File: src/rtl/sar_adc_ctl.sv
// sar_adc_ctl: successive-approximation ADC sequencer.
// Each conversion runs sample/hold reset, track, then ten SAR bit-steps, MSB first.
//
// Ports:
//   clk, rst        core clock, asynchronous active-high reset
//   start, abort    conversion request / cancel
//   ch_sel, settle  channel index and extra settle cycles, latched at start
//   comp_i          comparator result (1 = analog input above DAC)
//   dac1_en, dac1   DAC enable and SAR trial code
//   cmp_sel         one-hot comparator mux select
//   ad_rst, ad_hold sample/hold control
//   busy, done, err status; done and err are one-cycle pulses
//   result          code of the last completed conversion
//   result_ch       channel of the last completed conversion
// All outputs are registered.
module sar_adc_ctl #(
   parameter int unsigned RST_CYC = 2,
   parameter int unsigned NCH     = 18
) (
   input  logic           clk,
   input  logic           rst,
   input  logic           start,
   input  logic [4:0]     ch_sel,
   input  logic [3:0]     settle,
   input  logic           abort,
   input  logic           comp_i,
   output logic           dac1_en,
   output logic [9:0]     dac1,
   output logic [NCH-1:0] cmp_sel,
   output logic           ad_rst,
   output logic           ad_hold,
   output logic           busy,
   output logic           done,
   output logic [9:0]     result,
   output logic [4:0]     result_ch,
   output logic           err
);

   localparam logic [2:0] IDLE  = 3'd0;
   localparam logic [2:0] SHRST = 3'd1;
   localparam logic [2:0] TRACK = 3'd2;
   localparam logic [2:0] CONV  = 3'd3;
   localparam logic [2:0] DONE  = 3'd4;

   localparam logic [3:0] RST_LOAD = 4'(RST_CYC - 1);

   logic [2:0]     state_q, state_d;
   logic [3:0]     cnt_q, cnt_d;
   logic [3:0]     s_q, s_d;
   logic [4:0]     ch_q, ch_d;
   logic [3:0]     bit_q, bit_d;
   logic [9:0]     dac_d;
   logic [9:0]     result_d;
   logic [4:0]     result_ch_d;
   logic           err_d;
   logic [NCH-1:0] cmp_sel_d;

   always_comb begin
      state_d     = state_q;
      cnt_d       = cnt_q;
      s_d         = s_q;
      ch_d        = ch_q;
      bit_d       = bit_q;
      dac_d       = dac1;
      result_d    = result;
      result_ch_d = result_ch;
      err_d       = 1'b0;

      if (state_q != IDLE && abort) begin
         state_d = IDLE;
         dac_d   = '0;
      end else begin
         case (state_q)
            IDLE: begin
               dac_d = '0;
               // abort in the same cycle suppresses the request entirely
               if (start && !abort) begin
                  if ({27'd0, ch_sel} < NCH) begin
                     state_d = SHRST;
                     ch_d    = ch_sel;
                     s_d     = settle;
                     cnt_d   = RST_LOAD;
                  end else begin
                     err_d = 1'b1;
                  end
               end
            end
            SHRST: begin
               if (cnt_q == 4'd0) begin
                  state_d = TRACK;
                  cnt_d   = s_q;
               end else begin
                  cnt_d = cnt_q - 4'd1;
               end
            end
            TRACK: begin
               if (cnt_q == 4'd0) begin
                  state_d = CONV;
                  cnt_d   = s_q;
                  bit_d   = 4'd9;
                  dac_d   = 10'h200;
               end else begin
                  cnt_d = cnt_q - 4'd1;
               end
            end
            CONV: begin
               if (cnt_q == 4'd0) begin
                  // last cycle of the bit-step: decide bit, then trial the next one
                  dac_d[bit_q] = comp_i;
                  if (bit_q == 4'd0) begin
                     state_d     = DONE;
                     result_d    = dac_d;
                     result_ch_d = ch_q;
                  end else begin
                     bit_d                = bit_q - 4'd1;
                     dac_d[bit_q - 4'd1] = 1'b1;
                     cnt_d                = s_q;
                  end
               end else begin
                  cnt_d = cnt_q - 4'd1;
               end
            end
            DONE: begin
               state_d = IDLE;
               dac_d   = '0;
            end
            default: begin
               state_d = IDLE;
               dac_d   = '0;
            end
         endcase
      end

      cmp_sel_d = '0;
      if (state_d != IDLE) begin
         cmp_sel_d[ch_d] = 1'b1;
      end
   end

   // Outputs are decoded from the next state so they stay flop outputs.
   always_ff @(posedge clk or posedge rst) begin
      if (rst) begin
         state_q   <= IDLE;
         cnt_q     <= '0;
         s_q       <= '0;
         ch_q      <= '0;
         bit_q     <= '0;
         dac1      <= '0;
         result    <= '0;
         result_ch <= '0;
         err       <= 1'b0;
         cmp_sel   <= '0;
         dac1_en   <= 1'b0;
         ad_rst    <= 1'b0;
         ad_hold   <= 1'b0;
         busy      <= 1'b0;
         done      <= 1'b0;
      end else begin
         state_q   <= state_d;
         cnt_q     <= cnt_d;
         s_q       <= s_d;
         ch_q      <= ch_d;
         bit_q     <= bit_d;
         dac1      <= dac_d;
         result    <= result_d;
         result_ch <= result_ch_d;
         err       <= err_d;
         cmp_sel   <= cmp_sel_d;
         dac1_en   <= (state_d != IDLE);
         ad_rst    <= (state_d == SHRST);
         ad_hold   <= (state_d == CONV);
         busy      <= (state_d != IDLE);
         done      <= (state_d == DONE);
      end
   end

endmodule

File: config.mk
export PLATFORM = sky130hd
export DESIGN_NAME = sar_adc_ctl
export DESIGN_NICKNAME = d
export VERILOG_FILES = /design/src/rtl/sar_adc_ctl.sv
export SDC_FILE = /design/constraint.sdc
export NUM_CORES = 1
export LEC_CHECK = 0
export ABC_CLOCK_PERIOD_IN_PS = 2100
export CAP_MARGIN = 20
export CORE_UTILIZATION = 40
export CTS_CLUSTER_SIZE = 20
export DETAILED_ROUTE_END_ITERATION = 8
export PLACE_DENSITY = 0.66
export SLEW_MARGIN = 10
export SYNTH_ARGS = -nofsm -noshare
export SYNTH_HDL_FRONTEND = slang
export SYNTH_SLANG_ARGS = --single-unit
File: constraint.sdc
create_clock -name clk -period 2.1 [get_ports clk]
set_input_delay 0.42 -clock clk [delete_from_list [all_inputs] [get_ports clk]]
set_output_delay 0.42 -clock clk [all_outputs]
set_load 0.05 [all_outputs]
Word-level counts from Yosys, hierarchy flattened --
Cells that the tools add are included.
Word-level totals: register bits 68, latch bits 0, memory bits (writable) 0, bits in read-only memories 0, input port bits 14, output and inout port bits 49, word-level logic and storage cells 98, memories kept 0
Cells by class: add/sub/neg operators 2, multiply operators 0, divide/modulo/power cells 0, $lt $le $gt $ge 7, equal/unequal tests 15, shifts and indexed selects 0, mux-type cells 39, bitwise gates (word level) 2, reductions and logical operators 19
Operators by type and width (count):
- 10-bit 2-to-1 mux | 4
- 4-bit 2-to-1 mux | 8
- 10-bit one-hot mux with 3 select lines | 1
- 3-bit 2-to-1 mux | 7
- 5-bit 2-to-1 mux | 4
- 18-bit 2-to-1 mux | 1
- 2-bit inequality test, second input constant | 6
- 3-bit one-hot mux with 4 select lines | 1
- 4-bit one-hot mux with 3 select lines | 1
- 10-bit bitwise mux | 1
- 4-bit by 5-bit less-than comparator with 1-bit output, second input constant | 2
- 10-bit bitwise OR | 1
- 5-bit AND reduction | 2
- 3-bit by 2-bit == test with 1-bit output, second input constant | 3
- 3-bit inequality test, second input constant | 3
- 3-bit nonzero test | 3
- 1-bit demux with 4-bit select | 2
- 4-bit by 1-bit greater-or-equal comparator with 1-bit output, second input constant | 2
- 4-bit zero test | 2
- 4-bit one-hot mux with 2 select lines | 1
- 4-bit AND reduction | 2
- 4-bit by 1-bit subtractor with 4-bit output, second input constant | 2
- 1-bit 2-to-1 mux | 7
- 3-bit by 1-bit == test with 1-bit output, second input constant | 2
- other kinds (12) | 16

Logic depth before layout (Yosys ltp) --
depth after elaboration 10, depth in mapped cells 8, gate-level depth less buffers 6

Least setup slack after synthesis --
No wires, ideal clock.
kind register to register, start point reg bit_q[0], end point reg dac1[9], data arrival time 1807 ps, data required time 1974 ps, path slack 167 ps, cell stages (with the launch flop) 8, buffers on the path 1, cells stage by stage dfrtp_1 -> inv_1 -> ha_1 -> or3b_1 -> buf_2 -> nand2_1 -> nor2_1 -> a221o_1
Between the ends: cells in the longest elaborated chain, start to end 10, elaborated cells on any way between the ends 18, classes of those cells add/sub: 1; order compare: 4; mux: 9; bitwise: 1; reduce/logical: 3
Ends and longest elaborated chain:
- start, declared | RTL line 51 | logic [3:0] bit_q, bit_d;
- start signal, assigned | RTL line 163 | bit_q <= bit_d;
- 4-bit by 1-bit subtractor with 4-bit output, or another cell as far along | RTL line 116 | dac_d[bit_q - 4'd1] = 1'b1;
- 4-bit by 5-bit less-than comparator with 1-bit output (implied by the code), or another cell as far along | RTL line 116
- 1-bit logical AND (implied by the code) or 1-bit 2-to-1 mux (tied branches) | RTL line 116, 109
- 1-bit 2-to-1 mux (implied by the code) or 1-bit demux with 4-bit select (tied branches) | RTL line 116, 109
- 1-bit demux with 4-bit select or 10-bit bitwise mux (tied branches) | RTL line 116, 109
- 10-bit bitwise OR (no source line)
- 10-bit 2-to-1 mux (*) | RTL line 110 | if (bit_q == 4'd0) begin
- 10-bit 2-to-1 mux (*) | RTL line 107 | if (cnt_q == 4'd0) begin
- 10-bit one-hot mux with 3 select lines (*) | RTL line 73 | case (state_q)
- 10-bit 2-to-1 mux (*) | RTL line 69 | if (state_q != IDLE && abort) begin
- end signal, assigned | RTL line 148 | dac1 <= '0;
- end signal, assigned | RTL line 164 | dac1 <= dac_d;
- end, declared | RTL line 28 | output logic [9:0] dac1,
Every way passes the cells marked *; elsewhere a longest branch is shown, timed or not. The select of a mux whose other input is x is not followed. A chain may end at the register's enable or synchronous reset.

Worst setup path after layout --
start point reg dac1[5], end point out dac1[5]
No word-level cell between the ends.

==> metrics <==
worst setup path category=register to output pin; Tcrit/Tclk final=93.90%; top-area cell type share of the netlist area=48.80%; reg2reg end=cnt_q[1]; Slew Limit Fails=0; fillcell total=~760; CP arrival=roughly 1.6 ns; Crit path buffers/inverters=1; pwr dens=just under 1000 mW/mm^2; Worst-Margin Slew=between 0.6 and 0.7 ns; fin area=around 0.0046 sq mm; clock sinks=68; antenna violations before repair=0; routed vias/inst=~5.3; Worst Setup Slack, final=approximately 0.13 ns; post-synthesis cell area=between 0.003 and 0.004 sq mm; Crit. End Element=output pin; most frequent cells after synthesis=dfrtp_1 (68), nand2_1 (28), nor2_1 (23), nor3_1 (19); clock latency on the worst-skew pair=around 0.34 ns; Routed Antenna Nets=0; DP Area=0.004451 sq mm; CTS Buf Count=9; crit-path max FO=3; share of cells above drive strength 1=roughly 18%; VDD IR-drop max=between 0.6 and 0.7 mV; #FFs+latches synth=between 60 and 70; r2r startpoint=cnt_q[0]; Setup WS pre-CTS=-0.1552 ns; Worst Skew=approximately 0.0064 ns; Clock Pin Slew Worst Setup and Hold Paths=around 0.07 ns; via count=between 2000 and 3000; Avg Synthesized Cell Area=10.44 sq um; Final Power=between 0.004 and 0.005 W; Slew Limit Headroom=57.32%; total grt overflow=0; DRT Pass-1 Iters=4; GP Congestion=0.8758; CTS Hold Buffers Added=0; kind of cell adding the most delay to the critical path=buffers and inverters; count leader, synth=dfrtp_1; Seq/Total Area, Yosys=between 40% and 50%; # IOs=between 60 and 70; crit path launch type=register; Initial Util=a little over two fifths; CTS Buffer Depth=2; Final Hold Viols=0; Register-to-Register Path Depth=6; min-delay worst type=primary input to asynchronous set/reset pin; largest net degree at the start of global routing=34; vias in the first global route=2858; H-tree depth=3; status=complete, no violations; drt first-iter violations=99; setup_tns=0 ns; Lkg Pwr=2.050 nW; Setup Fix Bufs, Post-CTS=0; CP required=around 1.7 ns; post-synthesis cell count=about 330; clk root buf=clkbuf_8; DIE AREA=between 0.009 and 0.01 sq mm; Async SR Flop Fraction=100.0%; Most used DFF post-synth=dfrtp_1; routed wire length per instance=between 15 and 20 um; final setup fails=0; global-route wire length before repair=14.03 mm; area delta synth->final=32.15%; height of the die=~95 um; FP Rows=33; post-DP HPWL=between 5 and 6 mm; routed wire length=approximately 8 mm; fin util=a little under three fifths; CORE AREA=between 0.008 and 0.009 sq mm; Synthesized Nets=357; post-route minimum period=1.972 ns; Layout Nets=about 450; Max Clk Rate=approximately 510 MHz; Synth area leaders=dfrtp_1 (49%), mux2i_1 (5.2%), ha_1 (3.2%), mux2_2 (3.2%), nand2_1 (3.0%); Port Buf Inserts=between 60 and 70; EDFF count, synth=0; warnings from Yosys=0; DRC viols=0; clock tree from TritonCTS=built; Total Routing Usage GR=between 20% and 30%; Worst R2R Setup Slack=0.14 ns; Max-cap violations=0; die width=95.37 um; slowest stage delay, CP=0.82 ns; Critical Path, Cell by Cell=clkdlybuf4s50_1; cell taking the most area after synthesis=dfrtp_1; Cell variety after synth=59; unrepaired setup endpoints after global routing=false; diodes inserted=0; Worst path slowest cell=clkdlybuf4s50_1
[cells in the final DEF, fill, tap and decap left out, drive strengths merged, types with 2 or more instances in the layout]
cell type	n
dfrtp	68
clkdlybuf4s50	62
buf	35
nand2	28
nor2	25
nor3	22
o21ai	20
mux2i	18
inv	13
a21oi	13
mux2	11
clkbuf	11
nor2b	9
ha	9
o31ai	8
nand3	6
nor3b	6
nand3b	5
nand4	5
o221ai	3
a2bb2oi	3
a22oi	3
clkinv	3
o21a	2
a31oi	2
or3b	2
o22a	2
o211ai	2
or3	2
o21bai	2
and3b	2
nor4	2
or4	2
and4	2
[flip-flops by register name, summed over array words and instances, names as in the netlist]
name / cells
state_q: 3
busy: 1
cmp_sel: 18
ad_hold: 1
bit_q: 4
ad_rst: 1
ch_q: 5
dac1: 10
done: 1
result: 10
err: 1
result_ch: 5
cnt_q: 4
s_q: 4
[metrics by stage]
step,hold WS [ns],std cells
after global placement,0.4653,516
after global routing,0.4789,530
after detailed placement,0.4737,516
after floorplan,0.4797,334
after CTS,0.4505,530
final,0.4535,530
[per-layer routing]
| metal | share of wire, % | track usage (%) | vias to the layer above | wire (um) |
|---|---|---|---|---|
| li1 | - | - | 1373 | - |
| met1 | 45 | 26.41 | 1383 | 3680 |
| met2 | 49 | 32.56 | 65 | 3986 |
| met3 | 4.5 | 5.183 | 11 | 369 |
| met4 | 1.2 | 5.721 | 0 | 95 |
| met5 | 0 | 0 | - | 0 |
[final cells by class]
class	count	area, sq um	area share, %
Sequential cell	68	1702	36.93
Multi-Input combinational cell	232	1629	35.35
Clock inverter	3	15.01	0.3258
Timing Repair Buffer	97	933.4	20.26
Tap cell	105	131.4	2.851
Inverter	14	56.30	1.222
Clock buffer	11	141.4	3.068
[timing repair]
action | 4_1_cts | 5_1_grt
endpoints found under the setup margin | 0 | 1
endpoints found under the hold margin | 0 | 0
resized for setup | 0 | 1
[cells by family after synthesis]
group                    count (synthesis)  synth area share (%)
AND/OR/NAND/NOR                        122                 19.52
AO/OA/AOI/OAI                           72                 15.11
flip-flops                              68                 48.80
buffers and inverters                   34                 4.521
multiplexers                            29                 8.827
adder cells (fa/ha/maj)                  9                 3.229
[power by group]
part           internal [W]  switching, W  total [W]
Combinational      0.000823       0.00110    0.00192
Sequential          0.00150      0.000194    0.00170
Clock              0.000442      0.000468   0.000910
Total               0.00277       0.00176    0.00453
[how the worst max path moves through the flow]
stage	from	endpoint	slack (ns)	cells after the start
final	dac1[5]	dac1[5]	0.13	1
after global routing	cnt_q[0]	cnt_q[1]	0.003	6
after CTS	dac1[8]	dac1[8]	0.11	1
after detailed placement	ch_sel[3]	cmp_sel[6]	-0.16	6
after global placement	ch_sel[3]	cmp_sel[4]	-0.07	6
after floorplan	bit_q[0]	dac1[9]	0.17	7
Power figures use the tool's default switching activity.
